## src/rtl/sprite_renderer_if.sv

```systemverilog
// Pixel bus to the 160x120 VGA adapter together with the sprite ROM read port.
interface sprite_renderer_if;
  logic [7:0] x;
  logic [6:0] y;
  logic [2:0] colour;
  logic       plot;
  logic [6:0] romAddr;
  logic [2:0] romData;

  modport master (output x, y, colour, plot, romAddr, input romData);
  modport slave  (input x, y, colour, plot, romAddr, output romData);
endinterface

```

## src/rtl/sprite_renderer.sv

```systemverilog
// Erases the sprite box at its last position and redraws it at the newly
// sampled position, one pixel per clock through a 2-stage pipeline.
module sprite_renderer #(
  parameter int unsigned SPR_W     = 10,
  parameter int unsigned SPR_H     = 11,
  parameter int unsigned SCR_W     = 160,
  parameter int unsigned SCR_H     = 120,
  parameter logic [2:0]  BG_COLOUR = 3'b000,
  parameter logic [2:0]  TRANSP    = 3'b111
) (
  input  logic              Clk,
  input  logic              ResetN,
  input  logic [7:0]        posX,
  input  logic [6:0]        posY,
  input  logic              frameTick,
  output logic              busy,
  output logic              frameDone,
  sprite_renderer_if.master pix
);

  localparam int unsigned CW = $clog2(SPR_W);
  localparam int unsigned RW = $clog2(SPR_H);

  typedef enum logic [2:0] {S_IDLE, S_CAPTURE, S_ERASE, S_DRAW, S_DRAIN} state_t;

  state_t          r_state, w_state_next;
  logic [7:0]      r_old_x, r_new_x;
  logic [6:0]      r_old_y, r_new_y;
  logic            r_old_valid, r_pending, r_drain, r_busy, r_frame_done;
  logic [CW-1:0]   r_col;
  logic [RW-1:0]   r_row;
  logic            r_s1_valid, r_s1_draw;
  logic [8:0]      r_s1_x;
  logic [7:0]      r_s1_y;
  logic [7:0]      r_x;
  logic [6:0]      r_y;
  logic [2:0]      r_colour;
  logic            r_plot;

  logic            w_capture, w_cnt_clr, w_cnt_step, w_commit, w_pend_clr;
  logic            w_pix_valid, w_pix_draw;
  logic            w_last_col, w_last_row;
  logic [8:0]      w_pix_x;
  logic [7:0]      w_pix_y;
  logic [6:0]      w_row7;

  assign w_last_col = (r_col == CW'(SPR_W - 1));
  assign w_last_row = (r_row == RW'(SPR_H - 1));
  assign w_row7     = 7'(r_row);

  // Sprite ROM address straight from the counters
  assign pix.romAddr = w_row7 * 7'(SPR_W) + 7'(r_col);

  // Current pixel coordinate, widened so wrap past 255/127 reads as off-screen
  assign w_pix_x = {1'b0, (w_pix_draw ? r_new_x : r_old_x)} + 9'(r_col);
  assign w_pix_y = {1'b0, (w_pix_draw ? r_new_y : r_old_y)} + 8'(r_row);

  assign pix.x      = r_x;
  assign pix.y      = r_y;
  assign pix.colour = r_colour;
  assign pix.plot   = r_plot;
  assign busy       = r_busy;
  assign frameDone  = r_frame_done;

  // FSM state register
  always_ff @(posedge Clk) begin
    if (!ResetN) r_state <= S_IDLE;
    else         r_state <= w_state_next;
  end

  // Next-state and per-state control strobes
  always_comb begin
    w_state_next = r_state;
    w_capture    = 1'b0;
    w_cnt_clr    = 1'b0;
    w_cnt_step   = 1'b0;
    w_commit     = 1'b0;
    w_pend_clr   = 1'b0;
    w_pix_valid  = 1'b0;
    w_pix_draw   = 1'b0;
    case (r_state)
      S_IDLE: begin
        if (frameTick || r_pending) begin
          w_pend_clr = 1'b1;
          if (!r_old_valid || (posX != r_old_x) || (posY != r_old_y))
            w_state_next = S_CAPTURE;
        end
      end
      S_CAPTURE: begin
        w_capture    = 1'b1;
        w_cnt_clr    = 1'b1;
        w_state_next = r_old_valid ? S_ERASE : S_DRAW;
      end
      S_ERASE: begin
        w_pix_valid = 1'b1;
        w_cnt_step  = 1'b1;
        if (w_last_col && w_last_row) begin
          w_cnt_clr    = 1'b1;
          w_state_next = S_DRAW;
        end
      end
      S_DRAW: begin
        w_pix_valid = 1'b1;
        w_pix_draw  = 1'b1;
        w_cnt_step  = 1'b1;
        if (w_last_col && w_last_row) begin
          w_cnt_clr    = 1'b1;
          w_state_next = S_DRAIN;
        end
      end
      S_DRAIN: begin
        if (r_drain) begin
          w_commit     = 1'b1;
          w_state_next = S_IDLE;
        end
      end
      default: w_state_next = S_IDLE;
    endcase
  end

  // Position bookkeeping, tick pending flag, busy and frameDone
  always_ff @(posedge Clk) begin
    if (!ResetN) begin
      r_old_x      <= '0;
      r_old_y      <= '0;
      r_new_x      <= '0;
      r_new_y      <= '0;
      r_old_valid  <= 1'b0;
      r_pending    <= 1'b0;
      r_drain      <= 1'b0;
      r_busy       <= 1'b0;
      r_frame_done <= 1'b0;
    end else begin
      if (w_capture) begin
        r_new_x <= posX;
        r_new_y <= posY;
      end
      if (w_commit) begin
        r_old_x     <= r_new_x;
        r_old_y     <= r_new_y;
        r_old_valid <= 1'b1;
      end
      if (frameTick && (r_state != S_IDLE)) r_pending <= 1'b1;
      else if (w_pend_clr)                  r_pending <= 1'b0;
      r_drain      <= (r_state == S_DRAIN) && !r_drain;
      r_busy       <= (w_state_next != S_IDLE);
      r_frame_done <= (r_state == S_DRAIN) && !r_drain;
    end
  end

  // Column/row scan counters, column fastest
  always_ff @(posedge Clk) begin
    if (!ResetN) begin
      r_col <= '0;
      r_row <= '0;
    end else if (w_cnt_clr) begin
      r_col <= '0;
      r_row <= '0;
    end else if (w_cnt_step) begin
      if (w_last_col) begin
        r_col <= '0;
        r_row <= r_row + RW'(1);
      end else begin
        r_col <= r_col + CW'(1);
      end
    end
  end

  // Stage 1: coordinates captured alongside the ROM read
  always_ff @(posedge Clk) begin
    if (!ResetN) begin
      r_s1_valid <= 1'b0;
      r_s1_draw  <= 1'b0;
      r_s1_x     <= '0;
      r_s1_y     <= '0;
    end else begin
      r_s1_valid <= w_pix_valid;
      r_s1_draw  <= w_pix_draw;
      if (w_pix_valid) begin
        r_s1_x <= w_pix_x;
        r_s1_y <= w_pix_y;
      end
    end
  end

  // Stage 2: pixel outputs with clip and transparency gating on plot
  always_ff @(posedge Clk) begin
    if (!ResetN) begin
      r_x      <= '0;
      r_y      <= '0;
      r_colour <= '0;
      r_plot   <= 1'b0;
    end else if (r_s1_valid) begin
      r_x      <= r_s1_x[7:0];
      r_y      <= r_s1_y[6:0];
      r_colour <= r_s1_draw ? pix.romData : BG_COLOUR;
      r_plot   <= (r_s1_x < 9'(SCR_W)) && (r_s1_y < 8'(SCR_H)) &&
                  !(r_s1_draw && (pix.romData == TRANSP));
    end else begin
      r_plot   <= 1'b0;
    end
  end

endmodule

```

## src/flat_wrapper.sv

```systemverilog
// flat-port wrapper written by rule: the top's interface ports become plain ports
module sprite_renderer_flat 
#(
  parameter int unsigned SPR_W     = 10,
  parameter int unsigned SPR_H     = 11,
  parameter int unsigned SCR_W     = 160,
  parameter int unsigned SCR_H     = 120,
  parameter logic [2:0]  BG_COLOUR = 3'b000,
  parameter logic [2:0]  TRANSP    = 3'b111
)
  (Clk, ResetN, posX, posY, frameTick, busy, frameDone, pix_x, pix_y, pix_colour, pix_plot, pix_romAddr, pix_romData);
  sprite_renderer_if pix_i ();
  input  logic Clk;
  input  logic ResetN;
  input  logic [7:0] posX;
  input  logic [6:0] posY;
  input  logic frameTick;
  output logic busy;
  output logic frameDone;
  output wire logic [$bits(pix_i.x)-1:0] pix_x;
  output wire logic [$bits(pix_i.y)-1:0] pix_y;
  output wire logic [$bits(pix_i.colour)-1:0] pix_colour;
  output wire logic [$bits(pix_i.plot)-1:0] pix_plot;
  output wire logic [$bits(pix_i.romAddr)-1:0] pix_romAddr;
  input wire logic [$bits(pix_i.romData)-1:0] pix_romData;
  assign pix_x = pix_i.x;
  assign pix_y = pix_i.y;
  assign pix_colour = pix_i.colour;
  assign pix_plot = pix_i.plot;
  assign pix_romAddr = pix_i.romAddr;
  assign pix_i.romData = pix_romData;
  sprite_renderer #(.SPR_W(SPR_W), .SPR_H(SPR_H), .SCR_W(SCR_W), .SCR_H(SCR_H), .BG_COLOUR(BG_COLOUR), .TRANSP(TRANSP)) u_core (.Clk(Clk), .ResetN(ResetN), .posX(posX), .posY(posY), .frameTick(frameTick), .busy(busy), .frameDone(frameDone), .pix(pix_i));
endmodule
```

## config.mk

```make
export PLATFORM = sky130hd
export DESIGN_NAME = sprite_renderer_flat
export DESIGN_NICKNAME = d
export VERILOG_FILES = /design/src/rtl/sprite_renderer_if.sv /design/src/rtl/sprite_renderer.sv /design/src/flat_wrapper.sv
export SDC_FILE = /design/constraint.sdc
export NUM_CORES = 1
export LEC_CHECK = 0
export ABC_AREA = 0
export BUFFER_PORTS_ARGS = -buffer_cell sky130_fd_sc_hd__buf_2
export CAP_MARGIN = 20
export CORE_ASPECT_RATIO = 0.8
export CORE_MARGIN = 1
export CORE_UTILIZATION = 28
export CTS_CLUSTER_DIAMETER = 120
export DETAILED_ROUTE_END_ITERATION = 10
export PLACE_DENSITY = 0.55
export RECOVER_POWER = 25
export SYNTH_ARGS = -nofsm -noshare
export SYNTH_HDL_FRONTEND = slang
export SYNTH_SLANG_ARGS = --single-unit
```

## constraint.sdc

```tcl
create_clock -name Clk -period 3.4 [get_ports Clk]
set_input_delay 0.34 -clock Clk [delete_from_list [all_inputs] [get_ports Clk]]
set_output_delay 0.34 -clock Clk [all_outputs]
set_load 0.01 [all_outputs]
```

==> results of run 1 <==
==> how the worst max path moves through the flow <==
| stage | start | endpoint | slack [ns] | depth (start not counted) |
|---|---|---|---|---|
| 4_1_cts | u_core.r_state[0] | u_core.r_s1_y[6] | 0.52 | 9 |
| 3_5_place_dp | u_core.r_state[0] | u_core.r_s1_y[6] | 0.56 | 9 |
| 2_1_floorplan | u_core.r_state[2] | u_core.r_s1_y[6] | 0.65 | 12 |
| 5_1_grt | u_core.r_state[0] | u_core.r_s1_y[6] | 0.23 | 9 |
| 3_3_place_gp | u_core.r_state[0] | u_core.r_s1_y[6] | 0.65 | 9 |
| 6_report | u_core.r_state[0] | u_core.r_s1_y[6] | 0.52 | 9 |
==> synthesized netlist by cell type, types with 2 or more instances <==
master / instances / area, um^2
sky130_fd_sc_hd__buf_1: 4 / 15.0
sky130_fd_sc_hd__nand3_1: 18 / 90.1
sky130_fd_sc_hd__mux2_2: 10 / 113
sky130_fd_sc_hd__nor2b_1: 2 / 12.5
sky130_fd_sc_hd__mux2i_1: 22 / 220
sky130_fd_sc_hd__nand2_1: 82 / 308
sky130_fd_sc_hd__a211oi_1: 10 / 75.1
sky130_fd_sc_hd__a21oi_1: 51 / 255
sky130_fd_sc_hd__dfxtp_1: 83 / 1660
sky130_fd_sc_hd__o21ai_0: 12 / 60.1
sky130_fd_sc_hd__nand2b_1: 9 / 56.3
sky130_fd_sc_hd__clkbuf_1: 9 / 33.8
sky130_fd_sc_hd__xnor2_1: 28 / 245
sky130_fd_sc_hd__nor2_1: 47 / 176
sky130_fd_sc_hd__a211o_1: 2 / 17.5
sky130_fd_sc_hd__or2_2: 2 / 12.5
sky130_fd_sc_hd__nand3b_1: 3 / 22.5
sky130_fd_sc_hd__or3_1: 2 / 12.5
sky130_fd_sc_hd__inv_1: 10 / 37.5
sky130_fd_sc_hd__a21o_1: 5 / 37.5
sky130_fd_sc_hd__o21bai_1: 2 / 15.0
sky130_fd_sc_hd__xor2_1: 4 / 35.0
sky130_fd_sc_hd__o211ai_1: 3 / 22.5
sky130_fd_sc_hd__ha_1: 16 / 200
sky130_fd_sc_hd__o2111ai_1: 2 / 17.5
sky130_fd_sc_hd__nor3_1: 3 / 15.0
sky130_fd_sc_hd__buf_2: 9 / 45.0
sky130_fd_sc_hd__nand4_1: 9 / 56.3
sky130_fd_sc_hd__fa_1: 4 / 80.1
==> final cells by class <==
type	count	area (um^2)	share of cell area
clock inverters	7	100	0.0210
multi-input cells	360	2270	0.476
flip-flops and latches	83	1660	0.348
clock buffers	9	225	0.0472
repair buffers	53	248	0.0519
inverters	10	37.5	0.00787
well taps	184	230	0.0482
==> per-layer routing <==
metal	wire (um)	up-vias	GRT usage
met1	5450	1592	0.209
li1	-	1718	-
met5	0	-	0
met2	4060	79	0.205
met3	542	12	0.0366
met4	167	0	0.0534
==> state kept, by name, summed over array words and instances, names as in the netlist, 3 cells and up <==
name               cells
u_core.r_new_x         8
u_core.r_old_x         8
u_core.pix.colour      3
u_core.r_s1_x          9
u_core.r_state         3
u_core.r_new_y         7
u_core.r_col           4
u_core.r_s1_y          8
u_core.r_row           4
u_core.pix.y           7
u_core.pix.x           8
u_core.r_old_y         7
==> report_power, final <==
part / switching [uW] / leakage (uW) / internal, uW
clock: 414 / 0.000149 / 648
combinational: 215 / 0.000974 / 129
sequential: 74.4 / 0.000672 / 1030
==> worst reg2reg max path, delay by kind of cell (launching register included) <==
family                     cells  cell delay (ns)
AOI/OAI and AO/OA              3             0.57
xor gates and xnor gates       1             0.14
adders and majority gates      1             0.45
buffers and inverters          1             0.32
DFF                            1             0.55
muxes                          2             0.41
and+or+nand+nor                1             0.36
==> metrics by stage <==
step / hold slack (ns) / setup WS, ns / instance area, um^2 / power (uW)
6_report: 0.252 / 0.520 / 4770 / 2510
5_1_grt: 0.254 / 0.230 / 4770 / 2620
4_1_cts: 0.243 / 0.523 / 4790 / 2530
3_5_place_dp: 0.445 / 0.557 / 4470 / 1470
3_3_place_gp: 0.441 / 0.650 / 4470 / 1460
2_1_floorplan: 0.432 / 0.650 / 4080 / 1370
==> cells in the final DEF, fill, tap and decap left out, types with 3 or more instances in the layout <==
cell type	netlist	final
sky130_fd_sc_hd__a211oi_1	10	10
sky130_fd_sc_hd__a21o_1	5	5
sky130_fd_sc_hd__a21oi_1	51	51
sky130_fd_sc_hd__buf_2	9	27
sky130_fd_sc_hd__buf_4	1	4
sky130_fd_sc_hd__clkbuf_1	9	22
sky130_fd_sc_hd__clkbuf_16	0	9
sky130_fd_sc_hd__clkinvlp_4	0	3
sky130_fd_sc_hd__dfxtp_1	83	83
sky130_fd_sc_hd__fa_1	4	4
sky130_fd_sc_hd__ha_1	16	16
sky130_fd_sc_hd__inv_1	10	9
sky130_fd_sc_hd__mux2_2	10	10
sky130_fd_sc_hd__mux2i_1	22	22
sky130_fd_sc_hd__nand2_1	82	82
sky130_fd_sc_hd__nand2b_1	9	9
sky130_fd_sc_hd__nand3_1	18	18
sky130_fd_sc_hd__nand3b_1	3	3
sky130_fd_sc_hd__nand4_1	9	9
sky130_fd_sc_hd__nor2_1	47	47
sky130_fd_sc_hd__nor3_1	3	3
sky130_fd_sc_hd__o211ai_1	3	3
sky130_fd_sc_hd__o21ai_0	12	12
sky130_fd_sc_hd__xnor2_1	28	28
sky130_fd_sc_hd__xor2_1	4	4
==> kinds of logic (layout without fill, tap and decap cells) <==
group,after synthesis,in the layout,share of synthesized area
AND/OR/NAND/NOR,183,183,0.199
AO/OA/AOI/OAI,92,92,0.134
flip-flops,83,83,0.407
buffers and inverters,34,79,0.0368
multiplexers,33,33,0.0852
XOR/XNOR,32,32,0.0687
adder cells (fa/ha/maj),20,20,0.0687
==> run summary, run 1 <==
Status = finished clean
Remaining design rule violation count = 0
Total of fill cells in the finished design = 1,529
Area added between synthesis and finish = 16.9%
Period utilisation layout = 0.847
Final Critical Period = 2.88 ns
Clock tree from TritonCTS = done
Longest individual stage delay on the worst path = 0.55 ns
Crit path buf inv count = 1
Cell count after placement = 689
Ratio of cells with drive above 1 in the final layout = 0.125
Finished Layout Cells = 706
Leakage power total = 0.00179 uW
Die Area = 0.0151 mm^2
Global-route wire length before repair = 16.5 mm
Die W = 137 um
Crit Path Max Fanout = 14
Count of antenna diodes in the layout = 0
Total via count in the routed design = 3,401
Aggregate global routing overflow = 0
Required @ worst endpoint = 3.67 ns
Endpoint with the worst hold slack = u_core.r_new_y[2]
Kind of capture point of the worst setup path = flop
Worst Hold Launch = posY[2]
Post-Route Setup TNS = 0 ns
Count of unique library cells instantiated by Yosys = 43
Top Family by Delay on Critical Path = compound AO/OA/AOI/OAI gates
Max IR drop VDD = 0.000368 V
Num ports = 49
Number of cell rows = 39
Longest Clk Path Bufs = 2
Total iterations of the first detailed-routing run = 4
Yosys warning count = 0
HPWL after DPL = 7.41 mm
Worst Hold Depth = 3
Pin count of the biggest net entering global routing = 57
Fraction of registers with async set/reset = 0
Reg-to-Reg End = u_core.r_s1_y[6]
Source-to-sink clock delay at the later pin of the worst-skew pair = 0.35 ns
Total track usage = 0.145
Cell breakdown of the critical path = nand3b_1 -> buf_4 -> mux2_2 -> fa_1 -> a211o_1 -> o2111ai_1 -> xnor2_1 -> mux2i_1 -> o21ai_0
DRC violation total after the first TritonRoute iteration = 177
Proportion of synthesized chip area in sequential cells = 0.407
Post-synth EDFFs = 0
Final hold violation count = 0
Die Y = 110 um
Number of port buffers = 48
Routed vias/inst = 4.82
Initial standard-cell utilization of the core = 0.286
Type of the worst setup path = flop to flop
Depth of the CTS H-tree = 3
Via count of the first global-routing pass = 3,205
Synth Instances = 477
Slowest cell on the critical path = sky130_fd_sc_hd__dfxtp_1
Count of hold buffers inserted by post-cts repair = 0
Root Buffer Master = sky130_fd_sc_hd__clkbuf_16
Post-synth top flop = sky130_fd_sc_hd__dfxtp_1
Power per cell area = 527 mW/mm^2
TritonCTS Buffers = 9
Area of the mapped netlist = 0.00408 mm^2
Worst min-delay path class = input pin to flop
Flop-to-flop setup slack = 0.52 ns
Number of nets in the finished design = 558
Count of clock tree sinks = 83
Number of synthesized register bits = 83
Final core occ = 0.335
Antenna violations before repair = 0
CP Launch Type = flop
Worst-case headroom to the max-slew limit = 0.216
Achievable Freq = 347 MHz
RR Startpoint = u_core.r_state[0]
RSZ-0062 raised after global routing = false
Antenna-violating nets left = 0
Maximum clock skew at final layout = 0.00866 ns
Path depth of the worst reg2reg path = 9
Count of pins over their slew limit = 0
Resized cells post-CTS = 0
Arrival time reported for the critical path endpoint = 3.15 ns
Max-cap violations = 0
Placer's final routability congestion estimate = 0.866
Mapped Nets = 518
Final setup vio count = 0
Total wirelength of the detailed-routed design = 10.2 mm
Core ar. = 0.0142 mm^2
Count of buffers added by post-CTS timing repair for setup = 0
Mean area per synthesized cell = 8.56 um^2
Detail-routed net length per standard cell = 14.5 um
Clk pin slew, worst setup/hold paths = 0.06 ns
Transition time at the pin with the least slew margin = 1.18 ns
No activity file was read; power rests on OpenSTA's default activity.
==> run 2: changes to the inputs <==
- ABC_AREA: 0 -> 1
- PLACE_DENSITY: 0.55 -> 0.57
- clock period: 3.4 -> 2.4 ns (I/O delays scaled with it)
==> run 2 against run 1 <==
  * Sequential share of layout area fell by 0.94 points
  * Via count is 6.1% higher
  * Critical endpoint is now pix_romAddr[6]
  * Critical path type is now flop to output pin
  * First-iteration DRC count up 13%
  * Final cell count is 15% higher
  * Highest routed layer unchanged
  * Critical path depth is 3 lower
  * Largest power group unchanged
  * Die area is 1.1% higher
  * Synthesized area increased by 1.1%
  * Register-to-register slack got worse by 0.37 ns
  * Largest cell class unchanged
==> run summary, run 2 <==
Root Buffer Master = sky130_fd_sc_hd__clkbuf_16
Slowest cell on the critical path = sky130_fd_sc_hd__fa_1
Transition time at the pin with the least slew margin = 0.763 ns (-0.412 ns)
Status = finished clean
Worst Hold Depth = 3 (unchanged)
Fraction of registers with async set/reset = 0 (unchanged)
Antenna violations before repair = 0 (unchanged)
Arrival time reported for the critical path endpoint = 2.05 ns (-1.10 ns)
Number of nets in the finished design = 662 (+19%)
Register with the most flip-flops = u_core.r_s1_x
Count of pins over their slew limit = 0 (unchanged)
Area share of the largest cell type after synthesis = 0.403 (-0.00457)
Max-cap violations = 0 (unchanged)
Final core occ = 0.343 (+0.00828)
Final setup vio count = 0 (unchanged)
Total wirelength of the detailed-routed design = 9.70 mm (-5.1%)
Proportion of synthesized chip area in sequential cells = 0.403 (-0.00457)
Type of the worst setup path = flop to output pin
HPWL after DPL = 7.14 mm (-3.7%)
Count of buffers added by post-CTS timing repair for setup = 0 (unchanged)
Power per cell area = 736 mW/mm^2 (+40%)
Most used cells in the layout excluding fill and tap cells = sky130_fd_sc_hd__nand2_1, sky130_fd_sc_hd__inv_1, sky130_fd_sc_hd__dfxtp_1
Pre-CTS setup slack = 0.0617 ns (-0.496 ns)
RR Startpoint = u_core.r_state[0]
Cell count after placement = 794 (+15%)
Number of synthesized register bits = 83 (unchanged)
CP Launch Type = flop
Die Area = 0.0152 mm^2 (+1.1%)
Endpoint with the worst hold slack = u_core.pix.colour[0]
Crit Path Max Fanout = 2 (-12)
Aggregate global routing overflow = 0 (unchanged)
Total of fill cells in the finished design = 1,545 (+1.0%)
Post-synth EDFFs = 0 (unchanged)
Biggest area consumer among synthesized cells = sky130_fd_sc_hd__dfxtp_1
Path depth of the worst reg2reg path = 10 (+1)
Global-route wire length before repair = 15.6 mm (-5.6%)
Total track usage = 0.132 (-0.0132)
Count of clock tree sinks = 83 (unchanged)
Count of hold buffers inserted by post-cts repair = 0 (unchanged)
Total via count in the routed design = 3,609 (+6.1%)
Largest register FFs = 9 (unchanged)
Kind of capture point of the worst setup path = output pin
Period utilisation layout = 0.955
Ratio of cells with drive above 1 in the final layout = 0.134 (+0.00966)
Clk pin slew, worst setup/hold paths = 0.07 ns (about the same)
Cell breakdown of the critical path = ha_4 -> ha_2 -> fa_1 -> nor3b_4 -> xor2_1 -> buf_2
Yosys warning count = 0 (unchanged)
Post-synth top flop = sky130_fd_sc_hd__dfxtp_1
Finished Layout Cells = 810 (+15%)
TritonCTS Buffers = 9 (unchanged)
Leading cell type in the layout, fill and taps excluded = sky130_fd_sc_hd__nand2_1
Cells taking the most area after synthesis = sky130_fd_sc_hd__dfxtp_1, sky130_fd_sc_hd__nand2_1, sky130_fd_sc_hd__o21ai_0
Pin count of the biggest net entering global routing = 33 (-42%)
Worst Hold Launch = pix_romData[0]
Area added between synthesis and finish = 19.3%
Placer's final routability congestion estimate = 0.792 (-8.6%)
Worst-case headroom to the max-slew limit = 0.490 (+0.274)
Final critical-path setup slack = 0.107 ns (-0.414 ns)
Worst min-delay path class = input pin to flop
Max IR drop VDD = 0.000391 V (+6.1%)
Longest Clk Path Bufs = 2 (unchanged)
Num ports = 49 (unchanged)
Core ar. = 0.0143 mm^2 (+0.68%)
Leakage power total = 0.00216 uW (+20%)
Via count of the first global-routing pass = 3,063 (-4.4%)
Flop-to-flop setup slack = 0.15 ns (-0.37 ns)
Routed vias/inst = 4.46 (-7.5%)
Total iterations of the first detailed-routing run = 5 (+1)
Final hold violation count = 0 (unchanged)
Die Y = 111 um (+0.56%)
Mean area per synthesized cell = 7.19 um^2 (-16%)
Depth of the CTS H-tree = 3 (unchanged)
Number of port buffers = 48 (unchanged)
RSZ-0062 raised after global routing = true
Reg-to-Reg End = u_core.r_s1_y[4]
Area of the mapped netlist = 0.00413 mm^2 (+1.1%)
DRC violation total after the first TritonRoute iteration = 200 (+13%)
Die W = 138 um (+0.55%)
Longest individual stage delay on the worst path = 0.51 ns (-0.04 ns)
Clock tree from TritonCTS = done
Antenna-violating nets left = 0 (unchanged)
Achievable Freq = 436 MHz
Remaining design rule violation count = 0 (unchanged)
Synth Instances = 574 (+20%)
Number of cell rows = 39 (unchanged)
Detail-routed net length per standard cell = 12.0 um (-17%)
Maximum clock skew at final layout = 0.00715 ns (-0.00151 ns)
Required @ worst endpoint = 2.16 ns (-1.51 ns)
Mapped Nets = 615 (+19%)
Leading cell type by number of instances after synthesis = sky130_fd_sc_hd__nand2_1
Source-to-sink clock delay at the later pin of the worst-skew pair = 0.34 ns (about the same)
Count of unique library cells instantiated by Yosys = 39 (-9.3%)
Initial standard-cell utilization of the core = 0.288 (+0.00128)
Leading cell types by count after synthesis = sky130_fd_sc_hd__nand2_1, sky130_fd_sc_hd__inv_1, sky130_fd_sc_hd__dfxtp_1, sky130_fd_sc_hd__o21ai_0, sky130_fd_sc_hd__a21oi_1
Count of antenna diodes in the layout = 0 (unchanged)
Final Critical Period = 2.29 ns
run 2: cell type report:
class,count,area [um^2],share of cell area
multi-input cells,379,2080,0.422
flip-flops and latches,83,1670,0.339
inverters,88,330,0.0671
repair buffers,60,312,0.0633
well taps,184,230,0.0468
clock buffers,9,225,0.0457
clock inverters,7,78.8,0.0160
run 2: routing by layer:
layer	vias up	wire length [um]	GRT usage
met5	-	0	0
met4	0	86	0.0283
met3	9	432	0.0331
met2	80	3580	0.169
met1	1587	5600	0.213
li1	1933	-	-
run 2: cells by family after synthesis:
logic type | share of synthesized area
xor+xnor | 0.0255
compound gates | 0.191
simple gates | 0.207
fa+ha+maj | 0.0679
buf+inv | 0.107
flops | 0.403
run 2: worst max-delay path by stage:
stage	start	end	slack [ns]	depth (start not counted)
2_1_floorplan	u_core.r_state[0]	u_core.r_s1_y[4]	0.08	12
3_3_place_gp	u_core.r_state[1]	u_core.r_s1_x[6]	0.13	15
3_5_place_dp	u_core.r_state[1]	u_core.r_s1_x[6]	0.06	15
4_1_cts	u_core.r_state[1]	u_core.r_s1_x[6]	0.04	15
5_1_grt	u_core.r_state[1]	u_core.r_s1_x[6]	-0.005	15
6_report	u_core.r_row[3]	pix_romAddr[6]	0.11	6
run 2: power breakdown:
group          internal [uW]  leakage [uW]  switching [uW]
combinational            199       0.00134             393
sequential              1550      0.000678             102
clock                    811      0.000138             573
total                   2560       0.00216            1070
run 2: per-stage QoR:
step / TNS, ns / hold slack [ns] / instance area (um^2) / power, uW
2_1_floorplan: 0 / 0.403 / 4130 / 2080
3_3_place_gp: 0 / 0.450 / 4580 / 2280
3_5_place_dp: 0 / 0.450 / 4580 / 2280
4_1_cts: 0 / 0.169 / 4900 / 3670
5_1_grt: -0.00523 / 0.180 / 4920 / 3840
6_report: 0 / 0.180 / 4920 / 3620
run 2: critical path, delay by kind of cell (launching register included):
| family | cells | cell delay (ns) |
|---|---|---|
| buffers and inverters | 1 | 0.14 |
| adders and majority gates | 3 | 0.91 |
| DFF | 1 | 0.33 |
| and+or+nand+nor | 1 | 0.20 |
| xor gates and xnor gates | 1 | 0.14 |
run 2: what timing repair did:
action                                  4_1_cts  5_1_grt
endpoints found under the setup margin        1        4
gates resized for setup                       5       10
pin swaps                                     4        1
==> run 3: changes to the inputs <==
- CTS_BUF_LIST: not set -> sky130_fd_sc_hd__clkbuf_4 sky130_fd_sc_hd__clkbuf_8
==> run 3 against run 2 <==
  * Maximum frequency fell by 1.5%
  * Worst setup slack got worse by 0.034 ns
  * Critical endpoint unchanged
  * Design area fell by 1.5%
==> run summary, run 3 (synthesis gave the netlist of run 2 again) <==
Most used cells in the layout excluding fill and tap cells = sky130_fd_sc_hd__nand2_1, sky130_fd_sc_hd__inv_1, sky130_fd_sc_hd__dfxtp_1
Longest Clk Path Bufs = 2 (unchanged)
Global-route wire length before repair = 15.6 mm (unchanged)
Ratio of cells with drive above 1 in the final layout = 0.139 (+0.00457)
Area added between synthesis and finish = 17.5%
Slowest cell on the critical path = sky130_fd_sc_hd__fa_1
Placer's final routability congestion estimate = 0.792 (unchanged)
TritonCTS Buffers = 9 (unchanged)
Transition time at the pin with the least slew margin = 0.743 ns (-0.0206 ns)
Clock tree from TritonCTS = done
Via count of the first global-routing pass = 3,067 (+0.13%)
Max IR drop VDD = 0.000351 V (-10%)
Depth of the CTS H-tree = 3 (unchanged)
Count of hold buffers inserted by post-cts repair = 0 (unchanged)
Count of pins over their slew limit = 0 (unchanged)
Count of antenna diodes in the layout = 0 (unchanged)
Total iterations of the first detailed-routing run = 6 (+1)
Required @ worst endpoint = 2.16 ns (about the same)
Register with the most flip-flops = u_core.r_s1_x
Achievable Freq = 430 MHz (-1.5%)
Count of clock tree sinks = 83 (unchanged)
Maximum clock skew at final layout = 0.0123 ns (+0.00519 ns)
Total wirelength of the detailed-routed design = 9.81 mm (+1.1%)
Number of cell rows = 39 (unchanged)
Total via count in the routed design = 3,594 (-0.42%)
Aggregate global routing overflow = 0 (unchanged)
Crit Path Max Fanout = 2 (unchanged)
Num ports = 49 (unchanged)
Period utilisation layout = 0.970 (+0.0141)
Max-cap violations = 0 (unchanged)
Final core occ = 0.338 (-0.00506)
Antenna-violating nets left = 0 (unchanged)
Crit path buf inv count = 1 (unchanged)
Final hold violation count = 0 (unchanged)
Final setup vio count = 0 (unchanged)
Leading cell type in the layout, fill and taps excluded = sky130_fd_sc_hd__nand2_1
Final Critical Period = 2.33 ns (+0.0339 ns)
Worst-case headroom to the max-slew limit = 0.504 (+0.0138)
Core ar. = 0.0143 mm^2 (unchanged)
Cell breakdown of the critical path = ha_4 -> ha_4 -> fa_1 -> nor3b_4 -> xor2_1 -> buf_2
Antenna violations before repair = 0 (unchanged)
Type of the worst setup path = flop to output pin
Remaining design rule violation count = 0 (unchanged)
Source-to-sink clock delay at the later pin of the worst-skew pair = 0.36 ns (+0.02 ns)
Die Area = 0.0152 mm^2 (unchanged)
Top Family by Delay on Critical Path = adder cells
Largest register FFs = 9 (unchanged)
RSZ-0062 raised after global routing = true
Hold Worst Slack = 0.154 ns (-0.0258 ns)
Routed vias/inst = 4.43 (-0.54%)
Detail-routed net length per standard cell = 12.1 um (+0.94%)
Number of nets in the finished design = 663 (+0.15%)
DRC violation total after the first TritonRoute iteration = 180 (-10%)
HPWL after DPL = 7.14 mm (unchanged)
Total track usage = 0.132 (+0.000374)
Pin count of the biggest net entering global routing = 33 (unchanged)
Number of port buffers = 48 (unchanged)
Kind of capture point of the worst setup path = output pin
Worst min-delay path class = input pin to flop
Arrival time reported for the critical path endpoint = 2.09 ns (+0.04 ns)
CP Launch Type = flop
Status = finished clean
Die Y = 111 um (unchanged)
Most used cell along the critical path = sky130_fd_sc_hd__ha_4
Clk pin slew, worst setup/hold paths = 0.09 ns (+0.02 ns)
Longest individual stage delay on the worst path = 0.51 ns (about the same)
Initial standard-cell utilization of the core = 0.288 (unchanged)
Root Buffer Master = sky130_fd_sc_hd__clkbuf_8
Die W = 138 um (unchanged)
Power per cell area = 671 mW/mm^2 (-8.8%)
Leakage power total = 0.00212 uW (-1.9%)
==> run 3: cell types whose count changed in the layout (fill, tap and decap cells not counted), sizes merged <==
cell / before / now
buf: 45 / 46
==> run 3: layout make-up <==
type,instances,area (um^2)
Sequential cell,83,1670
Multi-Input combinational cell,379,2100
Tap cell,184,230
Inverter,88,330
Clock buffer,9,124
Timing Repair Buffer,61,319
Fill cell,1549,9500
Clock inverter,7,78.8
==> run 3: worst register-to-register path, cell delays in order, from the launching register on <==
cell	delay, ns
sky130_fd_sc_hd__dfxtp_1	0.44
sky130_fd_sc_hd__nand2_1	0.13
sky130_fd_sc_hd__nor2_4	0.21
sky130_fd_sc_hd__o21ai_0	0.16
sky130_fd_sc_hd__ha_1	0.24
sky130_fd_sc_hd__fa_1	0.41
sky130_fd_sc_hd__nand3_1	0.10
sky130_fd_sc_hd__nand3_1	0.14
sky130_fd_sc_hd__xor2_1	0.19
sky130_fd_sc_hd__o21ai_1	0.12
sky130_fd_sc_hd__inv_1	0.05
==> run 3: metal layers <==
layer | track usage | up-vias | routed length [um]
met1 | 0.210 | 1564 | 5590
met5 | 0 | - | 0
met3 | 0.0331 | 11 | 523
li1 | - | 1935 | -
met2 | 0.171 | 84 | 3590
met4 | 0.0326 | 0 | 104
==> run 3: path summary, 6_finish.rpt <==
| path | from | endpoint | slack [ns] | cells after the start |
|---|---|---|---|---|
| setup / recovery | u_core.r_row[3] | pix_romAddr[6] | 0.07 | 6 |
| hold reg to reg | u_core.r_new_x[4] | u_core.r_new_x[4] | 0.46 | 2 |
| setup reg to reg | u_core.r_state[0] | u_core.r_s1_y[4] | 0.11 | 10 |
| hold / removal | pix_romData[0] | u_core.pix.colour[0] | 0.15 | 3 |
==> run 3: timing repair <==
item | 4_1_cts | 5_1_grt
setup buffers | 0 | 1
resized for setup | 5 | 14
setup endpoints to repair | 1 | 5
pin swaps | 4 | 2
==> run 3: power by group <==
part           internal [uW]  switching, uW
Combinational            197            395
Sequential              1540            103
Clock                    485            532
==> run 3: through the flow <==
step / cell area, um^2 / instances / TNS, ns / setup slack [ns] / total power [uW]
floorplan: 4130 / 574 / 0 / 0.0821 / 2080
global placement: 4580 / 794 / 0 / 0.133 / 2280
detailed placement: 4580 / 794 / 0 / 0.0617 / 2280
CTS: 4800 / 810 / 0 / 0.0116 / 3300
global route: 4850 / 811 / -0.0177 / -0.0126 / 3460
finish: 4850 / 811 / 0 / 0.0729 / 3250
